$ cat config.mk
export PLATFORM = sky130hd
export DESIGN_NAME = car_direction_fsm
export DESIGN_NICKNAME = d
export VERILOG_FILES = /design/src/rtl/car_direction_fsm.sv
export SDC_FILE = /design/constraint.sdc
export NUM_CORES = 1
export LEC_CHECK = 0
export CAP_MARGIN = 20
export CORE_ASPECT_RATIO = 1.25
export CORE_MARGIN = 1.5
export CORE_UTILIZATION = 60
export DETAILED_ROUTE_END_ITERATION = 8
export HOLD_SLACK_MARGIN = 0.15
export PLACE_DENSITY = 0.81
export SLEW_MARGIN = 10
export SYNTH_ARGS = -nofsm -noshare
export SYNTH_HDL_FRONTEND = slang
export SYNTH_SLANG_ARGS = --single-unit
$ cat constraint.sdc
create_clock -name clk -period 4.1 [get_ports clk]
set_input_delay 1.23 -clock clk [delete_from_list [all_inputs] [get_ports clk]]
set_output_delay 1.23 -clock clk [all_outputs]
set_load 0.005 [all_outputs]
$ cat src/rtl/car_direction_fsm.sv
`default_nettype none
// ============================================================================
//  Module      : car_direction_fsm
//  Description : Parking-entrance front end. Synchronises and debounces the
//                outer (sensor_a) and inner (sensor_b) optical barriers,
//                tracks each car through the barrier pair and reports every
//                completed passage as a one-cycle count pulse plus direction.
//                Aborted or illegal sequences raise a one-cycle error pulse.
//  Ports       : clk      - system clock, rising edge
//                rst      - asynchronous reset, active-high
//                sensor_a - raw outer barrier, 1 = blocked, async to clk
//                sensor_b - raw inner barrier, 1 = blocked, async to clk
//                en       - one-cycle pulse per completed passage
//                up       - direction of last passage (1 = entry, 0 = exit)
//                err      - one-cycle pulse on illegal sequence or timeout
//                busy     - high whenever the FSM is not idle
//  Revision    : 1.0 - initial release
// ============================================================================
module car_direction_fsm #(
    parameter int DEBOUNCE = 4,
    parameter int TIMEOUT  = 1000
) (
    input  logic clk,
    input  logic rst,
    input  logic sensor_a,
    input  logic sensor_b,
    output logic en,
    output logic up,
    output logic err,
    output logic busy
);

    localparam int c_DEB_W = (DEBOUNCE > 1) ? $clog2(DEBOUNCE) : 1;
    localparam int c_TMR_W = $clog2(TIMEOUT);
    localparam logic [c_DEB_W-1:0] c_DEB_MAX = c_DEB_W'(DEBOUNCE - 1);
    // The timer is cleared on the edge the FSM first sees a new debounced
    // value, which is already one cycle after the debounced change itself.
    // Firing at TIMEOUT-2 therefore lands the error pulse exactly TIMEOUT
    // cycles after the debounced change.
    localparam logic [c_TMR_W-1:0] c_TMO_MAX = c_TMR_W'(TIMEOUT - 2);

    localparam logic [2:0] c_IDLE       = 3'd0;
    localparam logic [2:0] c_IN_A       = 3'd1;
    localparam logic [2:0] c_IN_AB      = 3'd2;
    localparam logic [2:0] c_IN_B       = 3'd3;
    localparam logic [2:0] c_OUT_B      = 3'd4;
    localparam logic [2:0] c_OUT_BA     = 3'd5;
    localparam logic [2:0] c_OUT_A      = 3'd6;
    localparam logic [2:0] c_WAIT_CLEAR = 3'd7;

    logic [1:0] w_raw;
    logic [1:0] w_ab;   // {deb_a, deb_b}

    assign w_raw = {sensor_a, sensor_b};

    // ------------------------------------------------------------------
    // Per-sensor 2-FF synchroniser and debouncer
    // ------------------------------------------------------------------
    generate
        for (genvar gi = 0; gi < 2; gi++) begin : g_sensor
            logic               r_meta;
            logic               r_sync;
            logic               r_deb;
            logic [c_DEB_W-1:0] r_cnt;

            always_ff @(posedge clk or posedge rst) begin
                if (rst) begin
                    r_meta <= 1'b0;
                    r_sync <= 1'b0;
                    r_deb  <= 1'b0;
                    r_cnt  <= '0;
                end else begin
                    r_meta <= w_raw[gi];
                    r_sync <= r_meta;
                    if (r_sync == r_deb) begin
                        r_cnt <= '0;
                    end else if (r_cnt == c_DEB_MAX) begin
                        r_deb <= r_sync;
                        r_cnt <= '0;
                    end else begin
                        r_cnt <= r_cnt + 1'b1;
                    end
                end
            end

            assign w_ab[gi] = r_deb;
        end
    endgenerate

    // ------------------------------------------------------------------
    // Passage FSM
    // ------------------------------------------------------------------
    logic [2:0]         r_state;
    logic [2:0]         w_state_nxt;
    logic [1:0]         r_ab_prev;
    logic [c_TMR_W-1:0] r_timer;
    logic               r_en;
    logic               r_err;
    logic               r_up;
    logic               r_busy;
    logic               w_en_nxt;
    logic               w_err_nxt;
    logic               w_up_nxt;
    logic               w_changed;
    logic               w_both;
    logic               w_in_transit;
    logic               w_timeout;

    assign w_changed    = (w_ab != r_ab_prev);
    assign w_both       = &(w_ab ^ r_ab_prev);
    assign w_in_transit = (r_state != c_IDLE) && (r_state != c_WAIT_CLEAR);
    assign w_timeout    = w_in_transit && !w_changed && (r_timer == c_TMO_MAX);

    always_comb begin
        w_state_nxt = r_state;
        w_en_nxt    = 1'b0;
        w_err_nxt   = 1'b0;
        w_up_nxt    = r_up;

        if (r_state == c_WAIT_CLEAR) begin
            if (w_ab == 2'b00) begin
                w_state_nxt = c_IDLE;
            end
        end else if (w_both) begin
            w_state_nxt = c_WAIT_CLEAR;
            w_err_nxt   = 1'b1;
        end else if (w_changed) begin
            // Any single-bit change not listed for a state is illegal.
            w_state_nxt = c_WAIT_CLEAR;
            w_err_nxt   = 1'b1;
            case (r_state)
                c_IDLE: begin
                    if (w_ab == 2'b10) begin
                        w_state_nxt = c_IN_A;  w_err_nxt = 1'b0;
                    end else if (w_ab == 2'b01) begin
                        w_state_nxt = c_OUT_B; w_err_nxt = 1'b0;
                    end
                end
                c_IN_A: begin
                    if (w_ab == 2'b11) begin
                        w_state_nxt = c_IN_AB; w_err_nxt = 1'b0;
                    end else if (w_ab == 2'b00) begin
                        w_state_nxt = c_IDLE;  w_err_nxt = 1'b0;
                    end
                end
                c_IN_AB: begin
                    if (w_ab == 2'b01) begin
                        w_state_nxt = c_IN_B;  w_err_nxt = 1'b0;
                    end else if (w_ab == 2'b10) begin
                        w_state_nxt = c_IN_A;  w_err_nxt = 1'b0;
                    end
                end
                c_IN_B: begin
                    if (w_ab == 2'b00) begin
                        w_state_nxt = c_IDLE;  w_err_nxt = 1'b0;
                        w_en_nxt    = 1'b1;    w_up_nxt  = 1'b1;
                    end else if (w_ab == 2'b11) begin
                        w_state_nxt = c_IN_AB; w_err_nxt = 1'b0;
                    end
                end
                c_OUT_B: begin
                    if (w_ab == 2'b11) begin
                        w_state_nxt = c_OUT_BA; w_err_nxt = 1'b0;
                    end else if (w_ab == 2'b00) begin
                        w_state_nxt = c_IDLE;   w_err_nxt = 1'b0;
                    end
                end
                c_OUT_BA: begin
                    if (w_ab == 2'b10) begin
                        w_state_nxt = c_OUT_A;  w_err_nxt = 1'b0;
                    end else if (w_ab == 2'b01) begin
                        w_state_nxt = c_OUT_B;  w_err_nxt = 1'b0;
                    end
                end
                c_OUT_A: begin
                    if (w_ab == 2'b00) begin
                        w_state_nxt = c_IDLE;   w_err_nxt = 1'b0;
                        w_en_nxt    = 1'b1;     w_up_nxt  = 1'b0;
                    end else if (w_ab == 2'b11) begin
                        w_state_nxt = c_OUT_BA; w_err_nxt = 1'b0;
                    end
                end
                default: begin
                    w_state_nxt = c_WAIT_CLEAR;
                end
            endcase
        end else if (w_timeout) begin
            w_state_nxt = c_WAIT_CLEAR;
            w_err_nxt   = 1'b1;
        end
    end

    always_ff @(posedge clk or posedge rst) begin
        if (rst) begin
            r_state   <= c_IDLE;
            r_ab_prev <= 2'b00;
            r_timer   <= '0;
            r_en      <= 1'b0;
            r_err     <= 1'b0;
            r_up      <= 1'b1;
            r_busy    <= 1'b0;
        end else begin
            r_state   <= w_state_nxt;
            r_ab_prev <= w_ab;
            r_en      <= w_en_nxt;
            r_err     <= w_err_nxt;
            r_up      <= w_up_nxt;
            r_busy    <= (w_state_nxt != c_IDLE);
            if (!w_in_transit || w_changed) begin
                r_timer <= '0;
            end else begin
                r_timer <= r_timer + 1'b1;
            end
        end
    end

    assign en   = r_en;
    assign err  = r_err;
    assign up   = r_up;
    assign busy = r_busy;

endmodule
`default_nettype wire

==> results of run 1 <==
-- registers in the layout (all words and copies together) (netlist names) --
| name | cells |
|---|---|
| busy | 1 |
| g_sensor.r_sync | 2 |
| r_state | 3 |
| r_ab_prev | 2 |
| g_sensor.r_meta | 2 |
| g_sensor.r_cnt | 4 |
| r_timer | 10 |
| en | 1 |
| up | 1 |
| err | 1 |
| g_sensor.r_deb | 2 |
-- path summary, 6_finish.rpt --
kind                                             end  slack [ns]  depth (start not counted)
worst min register to register    g_sensor[0].r_sync        0.36                          0
worst max register to register                  busy        1.97                          7
worst max-delay path                              up        1.50                          1
worst min-delay path              g_sensor[0].r_sync        0.36                          0
min in group asynchronous       g_sensor[1].r_cnt[0]        1.23                          2
max in group asynchronous                         up        2.33                          3
-- kinds of logic (layout without fill, tap and decap cells) --
family          after synthesis  count (layout)  synth area share [%]
mux                           2               2                  1.39
simple gates                 47              47                  17.5
compound gates               25              25                  10.9
buf+inv                      11              21                  3.04
flops                        29              29                  50.5
fa+ha+maj                     9               9                  7.65
xor+xnor                     13              13                  8.95
-- Yosys cell counts --
cell and instances:
clkbuf_1 4, buf_2 2, dfrtp_1 28, inv_1 5, dfstp_2 1, o21a_1 2
nand4b_1 1, or3b_2 1, and3_1 3, nand2_1 5, nand4_1 2, or4_1 1
mux2i_1 2, maj3_1 1, a41oi_1 1, o311ai_0 2, xnor2_1 6, xor2_1 5
nor2_1 11, or2_2 1, ha_1 8, a31oi_1 1, nor2b_1 3, a311oi_1 1
xnor2_2 2, nor3b_1 2, o21ai_0 7, nor3_1 3, nand3_1 7, o31ai_1 1
a21oi_1 7, a221oi_1 1, nand3b_1 2, a211oi_1 2, or3_1 5
-- report_power, final --
part           switching [mW]  total, mW  internal [mW]
sequential              0.104      0.467          0.363
combinational           0.276      0.519          0.243
clock                  0.0917      0.157         0.0651
-- through the flow --
stage	setup slack [ns]	power (mW)	hold WS [ns]	area, sq um	utilization [%]
after floorplan	2.21	0.873	0.331	1440	-
after CTS	1.48	1.15	0.359	1580	70.5
after detailed placement	1.61	0.992	0.341	1520	68.2
final	1.50	1.14	0.356	1600	71.7
after global placement	1.65	0.966	0.332	1520	68.2
after global routing	1.45	1.25	0.361	1600	71.7
-- area by class of cell --
| class | count | share of cell area [%] |
|---|---|---|
| tap | 31 | 2.42 |
| clock buffer | 6 | 2.58 |
| sequential | 29 | 45.4 |
| clock inverter | 2 | 0.625 |
| multi-input combinational | 96 | 41.8 |
| timing repair buffer | 8 | 6.09 |
| inverter | 5 | 1.17 |
-- layer usage --
layer  up-vias  GRT usage, %
li1        497             -
met1       479          25.2
met2        13          33.5
met3         4          7.48
met4         0          12.3
met5         -             0
==> results.txt, run 1 <==
Ys Warns - 0
Sum of negative setup slack - 0 ns
P_leak - 0.684 nW
Initial antenna violation count - 0
CP Class - flop to output pin
Layout cells sized above 1 - 8.90%
P per Cell Area - 714 mW/mm^2
Post-Synthesis Cells - 136
Largest net degree at the start of global routing - 30
Post-CTS Setup Bufs - 0
Worst Tran Pin Value - 0.531 ns
Row count - 19
DR vias - 993
Metal2 WL - 1170 um
Area of the multi-input gates - 669 sq um
Pre-antenna DRT Iters - 4
Hold path start - g_sensor[0].r_meta
GR Overflow Total - 0
TritonCTS Buffers - 5
Net Count, Synth - 148
H-tree Lvls - 2
Number of global-route vias before repair - 986
Initial Util - 64.4%
Fin. Hold Viols - 0
CTS Hold Bufs - 0
Worst skew pair latency - 0.32 ns
First-pass GRT wire length - 4060 um
Startpoint Class - flop
Crit-path max FO - 3
Final-layout fill cell count - 180
Crit path cell chain - clkdlybuf4s50_1
Commonest non-fill, non-tap cells in the layout - dfrtp_1 (28), nor2_1 (11), ha_1 (8)
Storage cell area - 727 sq um
Top cells by area, synth - dfrtp_1 (49%), ha_1 (7.0%), xnor2_1 (3.6%)
Post-synth top area cell - dfrtp_1
Die height - 57.8 um
Die footprint - 0.00271 sq mm
Hold Crit Class - flop to flop
Buffers and inverters on the worst path - 1
Status - finished, final reports clean
Width of the die - 46.8 um
Core area - 0.00223 sq mm
Sequential-to-total area share from yosys stat - 50.5%
Peak supply drop - 0.000517 V
CTS Root Cell - clkbuf_4
CTS tree - done
Drt wl/cell - 12.8 um
Worst path arrival time - 1.37 ns
Clock Tree Buf Depth - 2
CP Capture Type - output pin
Clock Skews - 0.0154 ns
Commonest non-fill, non-tap cell in the layout - dfrtp_1
#FFs+latches synth - 29
Post-route minimum period - 2.60 ns
Worst path max stage delay - 0.55 ns
Port Buffer Count - 7
Critical path's top delay family - flip-flops
Syn_area_per_cell - 10.6 sq um
Unrepaired setup endpoints after global routing - false
CTS sink count - 29
Pins Over Slew Limit - 0
Placed Instances - 168
Setup Viol. Count Final - 0
RR Startpoint - g_sensor[0].r_deb
WL final - 2260 um
Num ports - 8
FMAX - 0.385 GHz
CP max stage cell - dfstp_2
Area grow syn2layout - 11.3%
ANT cells - 0
Netlist cell types - 35
Post-CTS resize count - 0
Starting DRT DRC Count - 17
Met1 wire length - 965 um
Slew margin rel. - 64.5%
Crit share post-route - 63.3%
DRC viols - 0
Max-capacitance violation count - 0
HPWL Detailed - 1630 um
Worst-path clk slew - 0.09 ns
Max layer used - met4
Syn Std Cell Area - 0.00144 sq mm
Gr usage total - 21.5%
Final Non-Filler Cells - 177
Setup crit start - up
Nets - 157
Gpl congestion - 0.842
Area fraction of the dominant cell type after synthesis - 48.7%
Met3 wire len - 80 um
Critical Path RT - 2.87 ns
DRT antenna net count - 0
Via density - 5.61
Note: power is estimated with default switching activity, not from simulation.
==> run 2: changes to the inputs <==
--- a/config.mk
+++ b/config.mk
@@ -8,10 +8,10 @@
 export CAP_MARGIN = 20
 export CORE_ASPECT_RATIO = 1.25
 export CORE_MARGIN = 1.5
-export CORE_UTILIZATION = 60
+export CORE_UTILIZATION = 58
 export DETAILED_ROUTE_END_ITERATION = 8
 export HOLD_SLACK_MARGIN = 0.15
-export PLACE_DENSITY = 0.81
+export PLACE_DENSITY = 0.79
 export SLEW_MARGIN = 10
 export SYNTH_ARGS = -nofsm -noshare
 export SYNTH_HDL_FRONTEND = slang
==> constraint.sdc (replaced) <==
create_clock -name clk -period 2.7 [get_ports clk]
set_input_delay 0.81 -clock clk [delete_from_list [all_inputs] [get_ports clk]]
set_output_delay 0.81 -clock clk [all_outputs]
set_load 0.005 [all_outputs]
==> results.txt, run 2 (same netlist as run 1, synthesis figures left out) <==
Starting DRT DRC Count - 20 (+3)
Layout cells sized above 1 - 8.90% (unchanged)
Clock Skews - 0.00970 ns (-0.00568 ns)
CTS Root Cell - clkbuf_4
Sum of negative setup slack - 0 ns (unchanged)
Clock Tree Buf Depth - 2 (unchanged)
Die footprint - 0.00279 sq mm (+3.2%)
Commonest non-fill, non-tap cells in the layout - dfrtp_1 (28), nor2_1 (11), ha_1 (8)
Worst skew pair latency - 0.33 ns (about the same)
Critical Path RT - 1.89 ns (-0.98 ns)
DRC viols - 0 (unchanged)
Int Pwr - 1.05 mW (+56%)
Row count - 20 (+1)
First-pass GRT wire length - 4310 um (+5.9%)
Comb pwr share - 46.6% (+1.2 points)
Area grow syn2layout - 10.9%
Worst path arrival time - 1.37 ns (about the same)
H-tree Lvls - 2 (unchanged)
Critical path's top delay family - flip-flops
Crit path cell chain - clkdlybuf4s50_1
P per Cell Area - 1110 mW/mm^2 (+56%)
Status - finished, final reports clean
Worst-path clk slew - 0.09 ns (about the same)
DRT antenna net count - 0 (unchanged)
Share of power burned in registers - 38.7% (-2.2 points)
Final-layout fill cell count - 215 (+19%)
Hold Slack - 0.351 ns (-0.00510 ns)
Gr usage total - 22.3% (+0.75 points)
Largest net degree at the start of global routing - 30 (unchanged)
CTS tree - done
Top flop regs - r_timer (10), g_sensor.r_cnt (4), r_state (3)
TritonCTS Buffers - 5 (unchanged)
Nets - 158 (+0.64%)
P_leak - 0.680 nW (-0.56%)
Gpl congestion - 0.821 (-2.5%)
WL final - 2440 um (+7.9%)
Setup crit start - up
Drt wl/cell - 13.6 um (+6.7%)
Peak supply drop - 0.000597 V (+15%)
Buffers and inverters on the worst path - 1 (unchanged)
HPWL Detailed - 1790 um (+10%)
Setup Viol. Count Final - 0 (unchanged)
Post-CTS Setup Bufs - 0 (unchanged)
Pre-antenna DRT Iters - 5 (+1)
DR vias - 1,024 (+3.1%)
CTS sink count - 29 (unchanged)
Die height - 58.7 um (+1.6%)
Psw - 725 uW (+53%)
Clock Power Share - 14.7% (+1.0 points)
Worst Tran Pin Value - 0.465 ns (-0.0661 ns)
Initial antenna violation count - 0 (unchanged)
RR Startpoint - g_sensor[0].r_deb
CP Class - flop to output pin
Core area - 0.00240 sq mm (+7.5%)
Max FFs per register - 10 (unchanged)
Crit share post-route - 80.9%
Num ports - 8 (unchanged)
GR Overflow Total - 0 (unchanged)
Hold path start - g_sensor[0].r_meta
Switching Fraction - 40.9% (-0.43 points)
Startpoint Class - flop
Crit-path max FO - 3 (unchanged)
FMAX - 0.458 GHz
Slew margin rel. - 68.6% (+4.0 points)
Via density - 5.72 (+2.0%)
Initial Util - 59.9% (-4.5 points)
Hold Crit Class - flop to flop
Unrepaired setup endpoints after global routing - false
Width of the die - 47.6 um (+1.6%)
Number of global-route vias before repair - 1,019 (+3.3%)
ANT cells - 0 (unchanged)
Post-route minimum period - 2.18 ns
Max-capacitance violation count - 0 (unchanged)
Worst path max stage delay - 0.55 ns (about the same)
Commonest non-fill, non-tap cell in the layout - dfrtp_1
CP Capture Type - output pin
Fin. Hold Viols - 0 (unchanged)
CP max stage cell - dfstp_2
Pins Over Slew Limit - 0 (unchanged)
Post-CTS resize count - 0 (unchanged)
Port Buffer Count - 7 (unchanged)
CTS Hold Bufs - 0 (unchanged)
Final worst slack - 0.517 ns (-0.987 ns)
Largest Register - r_timer
Pre-CTS setup slack - 0.559 ns (-1.05 ns)
==> run 2: changes by cell type in the layout (fill, tap and decap cells not counted) <==
cell and change:
buf_16 -1, buf_4 +2, clkbuf_8 +1, clkinv_2 -2
==> run 2: worst paths after layout <==
kind / endpoint / slack (ns) / cells past startpoint
max: up / 0.52 / 1
max reg2reg: busy / 0.52 / 7
max in group asynchronous: up / 1.56 / 3
min: g_sensor[0].r_sync / 0.35 / 0
min in group asynchronous: g_sensor[0].r_cnt[0] / 0.84 / 3
min reg2reg: g_sensor[0].r_sync / 0.35 / 0
==> run 2: layer usage <==
metal  GRT usage [%]  vias up  share of wire, %
li1                -      495                 -
met1            28.5      503                41
met2            34.7       21                54
met3            7.36        5               4.5
met4            8.49        0              0.98
met5               0        -                 0
==> run 2: final cells by class <==
cell class	instances	area [sq um]	share of cell area (%)
clock buffers	7	55.1	3.45
inverters	5	18.8	1.18
multi-input cells	96	669	41.9
flip-flops and latches	29	727	45.5
well taps	33	41.3	2.59
repair buffers	9	85.1	5.33
==> run 2: power groups by stage <==
stage / clock (mW) / combinational [mW] / sequential (mW)
2_1_floorplan: 0 / 0.694 / 0.631
3_3_place_gp: 0 / 0.796 / 0.684
3_5_place_dp: 0 / 0.826 / 0.697
4_1_cts: 0.269 / 0.831 / 0.687
5_1_grt: 0.285 / 0.937 / 0.703
6_report: 0.261 / 0.827 / 0.686
==> run 2: through the flow <==
step                      util (%)  std cells  cell area [sq um]  power (mW)
after floorplan                  -        136               1440        1.33
after global placement        64.2        172               1540        1.48
after detailed placement      64.2        172               1540        1.52
after CTS                     66.5        179               1600        1.79
after global routing          66.5        179               1600        1.92
final                         66.5        179               1600        1.77
==> run 3: changes to the inputs <==
--- a/config.mk
+++ b/config.mk
@@ -8,10 +8,10 @@
 export CAP_MARGIN = 20
 export CORE_ASPECT_RATIO = 1.25
 export CORE_MARGIN = 1.5
-export CORE_UTILIZATION = 58
+export CORE_UTILIZATION = 52
 export DETAILED_ROUTE_END_ITERATION = 8
 export HOLD_SLACK_MARGIN = 0.15
-export PLACE_DENSITY = 0.79
+export PLACE_DENSITY = 0.75
 export SLEW_MARGIN = 10
 export SYNTH_ARGS = -nofsm -noshare
 export SYNTH_HDL_FRONTEND = slang
==> constraint.sdc (replaced) <==
create_clock -name clk -period 2 [get_ports clk]
set_input_delay 0.6 -clock clk [delete_from_list [all_inputs] [get_ports clk]]
set_output_delay 0.6 -clock clk [all_outputs]
set_load 0.005 [all_outputs]
==> results.txt, run 3 (same netlist as run 1, synthesis figures left out) <==
Max FFs per register - 10 (unchanged)
R2R Setup Slk - 0.07 ns (-0.45 ns)
Reg2Reg Depth - 6 (-1)
Initial Util - 54.3% (-5.7 points)
Core area - 0.00265 sq mm (+10%)
Hold Crit Class - flop to flop
Crit path cell chain - buf_12, xnor2_4, nand2_2, or3_1, or4_1, a21oi_1
Pre-antenna DRT Iters - 4 (-1)
Comb pwr share - 51.6% (+5.0 points)
Critical Path RT - 2.24 ns (+0.35 ns)
CP Capture Type - flop
CTS sink count - 29 (unchanged)
Max-capacitance violation count - 0 (unchanged)
Hold Slack - 0.362 ns (+0.0117 ns)
RR Startpoint - g_sensor[0].r_deb
Share of power burned in registers - 33.8% (-4.9 points)
Number of global-route vias before repair - 1,058 (+3.8%)
DR vias - 1,054 (+2.9%)
Fin. Hold Viols - 0 (unchanged)
Crit-path max FO - 4 (+1)
Psw - 1.11 mW (+53%)
CP Class - flop to flop
H-tree Lvls - 2 (unchanged)
Hold depth - 0 (unchanged)
Buffers and inverters on the worst path - 1 (unchanged)
Clock Tree Buf Depth - 2 (unchanged)
Initial antenna violation count - 0 (unchanged)
CTS Hold Bufs - 0 (unchanged)
Largest net degree at the start of global routing - 30 (unchanged)
P per Cell Area - 1610 mW/mm^2 (+45%)
FMAX - 0.518 GHz
Setup Viol. Count Final - 0 (unchanged)
Top flop regs - r_timer (10), g_sensor.r_cnt (4), r_state (3)
Worst-path clk slew - 0.10 ns (about the same)
Nets - 166 (+5.1%)
DRT antenna net count - 0 (unchanged)
Worst skew pair latency - 0.33 ns (about the same)
Row count - 21 (+5.0%)
Worst path max stage delay - 0.45 ns (-0.10 ns)
ANT cells - 0 (unchanged)
Via density - 5.58 (-2.5%)
Width of the die - 50.1 um (+5.3%)
Starting DRT DRC Count - 35 (+75%)
Die height - 61.8 um (+5.3%)
HPWL Detailed - 1770 um (-1.1%)
Slew margin rel. - 70.3% (+1.7 points)
Clock Power Share - 14.6% (about the same)
Port Buffer Count - 7 (unchanged)
GR Overflow Total - 0 (unchanged)
Commonest non-fill, non-tap cells in the layout - dfrtp_1 (26), nor2_1 (11), buf_4 (9)
Post-route minimum period - 1.93 ns
Crit share post-route - 96.5%
Worst Hold End - g_sensor[1].r_sync
Gpl congestion - 0.842 (+2.6%)
Largest Register - r_timer
Status - finished, final reports clean
Int Pwr - 1.64 mW (+57%)
Num ports - 8 (unchanged)
Sum of negative setup slack - 0 ns (unchanged)
CTS Root Cell - clkbuf_4
Hold path start - g_sensor[1].r_meta
Clock Skews - 0.0151 ns (+0.00543 ns)
CP max stage cell - dfrtp_2
Drt wl/cell - 14.4 um (+5.8%)
Gr usage total - 19.9% (-2.3 points)
Critical path's top delay family - simple AND/OR/NAND/NOR gates
Layout cells sized above 1 - 18.7% (+9.8 points)
P_leak - 0.747 nW (+9.9%)
Peak supply drop - 0.000721 V (+21%)
CTS tree - done
DRC viols - 0 (unchanged)
Pins Over Slew Limit - 0 (unchanged)
Startpoint Class - flop
Commonest non-fill, non-tap cell in the layout - dfrtp_1
Worst path arrival time - 2.17 ns (+0.80 ns)
Switching Fraction - 40.3% (-0.60 points)
WL final - 2720 um (+12%)
Worst r2r dst - err
Unrepaired setup endpoints after global routing - true
Worst Tran Pin Value - 0.440 ns (-0.0250 ns)
Power Total - 2.75 mW (+55%)
TritonCTS Buffers - 5 (unchanged)
Area grow syn2layout - 18.6%
Die footprint - 0.00310 sq mm (+11%)
First-pass GRT wire length - 4390 um (+1.9%)
-- run 3: per-layer routing --
layer / share of wire [%] / track usage (%) / vias to the layer above
met4: 3.6 / 17.9 / 0
li1: - / - / 515
met2: 51 / 33.5 / 16
met1: 43 / 20.1 / 516
met5: 0 / 0 / -
met3: 2.9 / 6.70 / 7
-- run 3: cell type report --
| class | instances | area (sq um) |
|---|---|---|
| Sequential cell | 29 | 729 |
| Multi-Input combinational cell | 96 | 687 |
| Clock inverter | 1 | 5.00 |
| Tap cell | 34 | 42.5 |
| Fill cell | 213 | 946 |
| Clock buffer | 7 | 65.1 |
| Inverter | 5 | 18.8 |
| Timing Repair Buffer | 17 | 160 |
-- run 3: stage by stage --
step	cells	instance area, sq um	util, %	worst slack [ns]
finish	189	1710	64.4	0.0706
detailed placement	179	1590	59.8	0.0545
floorplan	136	1440	-	0.110
global route	189	1710	64.4	-0.0273
global placement	179	1590	59.8	0.115
CTS	187	1660	62.6	0.00236
-- run 3: worst max-delay path by stage --
stage                            from    to  slack [ns]  cells past startpoint
finish              g_sensor[0].r_deb   err        0.07                      6
global route        g_sensor[0].r_deb   err       -0.03                      6
CTS                                up    up       0.002                      1
detailed placement  g_sensor[0].r_deb  busy        0.05                      7
global placement    g_sensor[0].r_deb  busy        0.12                      7
floorplan           g_sensor[0].r_deb  busy        0.11                      7
-- run 3: worst reg2reg max path, cell delays in order (launching register included) --
cell and delay, ns:
dfrtp_2 0.45, buf_12 0.14, xnor2_4 0.18, nand2_2 0.10, or3_1 0.39, or4_1 0.41
a21oi_1 0.16
-- run 3: timing repair --
action,CTS,global route
setup endpoints to repair,1,5
pin swaps,0,1
buffers inserted,0,2
gates resized for setup,2,7
-- run 3: power groups by stage --
stage,registers (mW),clock network [mW],logic [mW]
3_3_place_gp,0.921,0,1.23
4_1_cts,0.928,0.421,1.29
2_1_floorplan,0.852,0,0.937
3_5_place_dp,0.934,0,1.26
5_1_grt,0.948,0.450,1.57
6_report,0.930,0.403,1.42
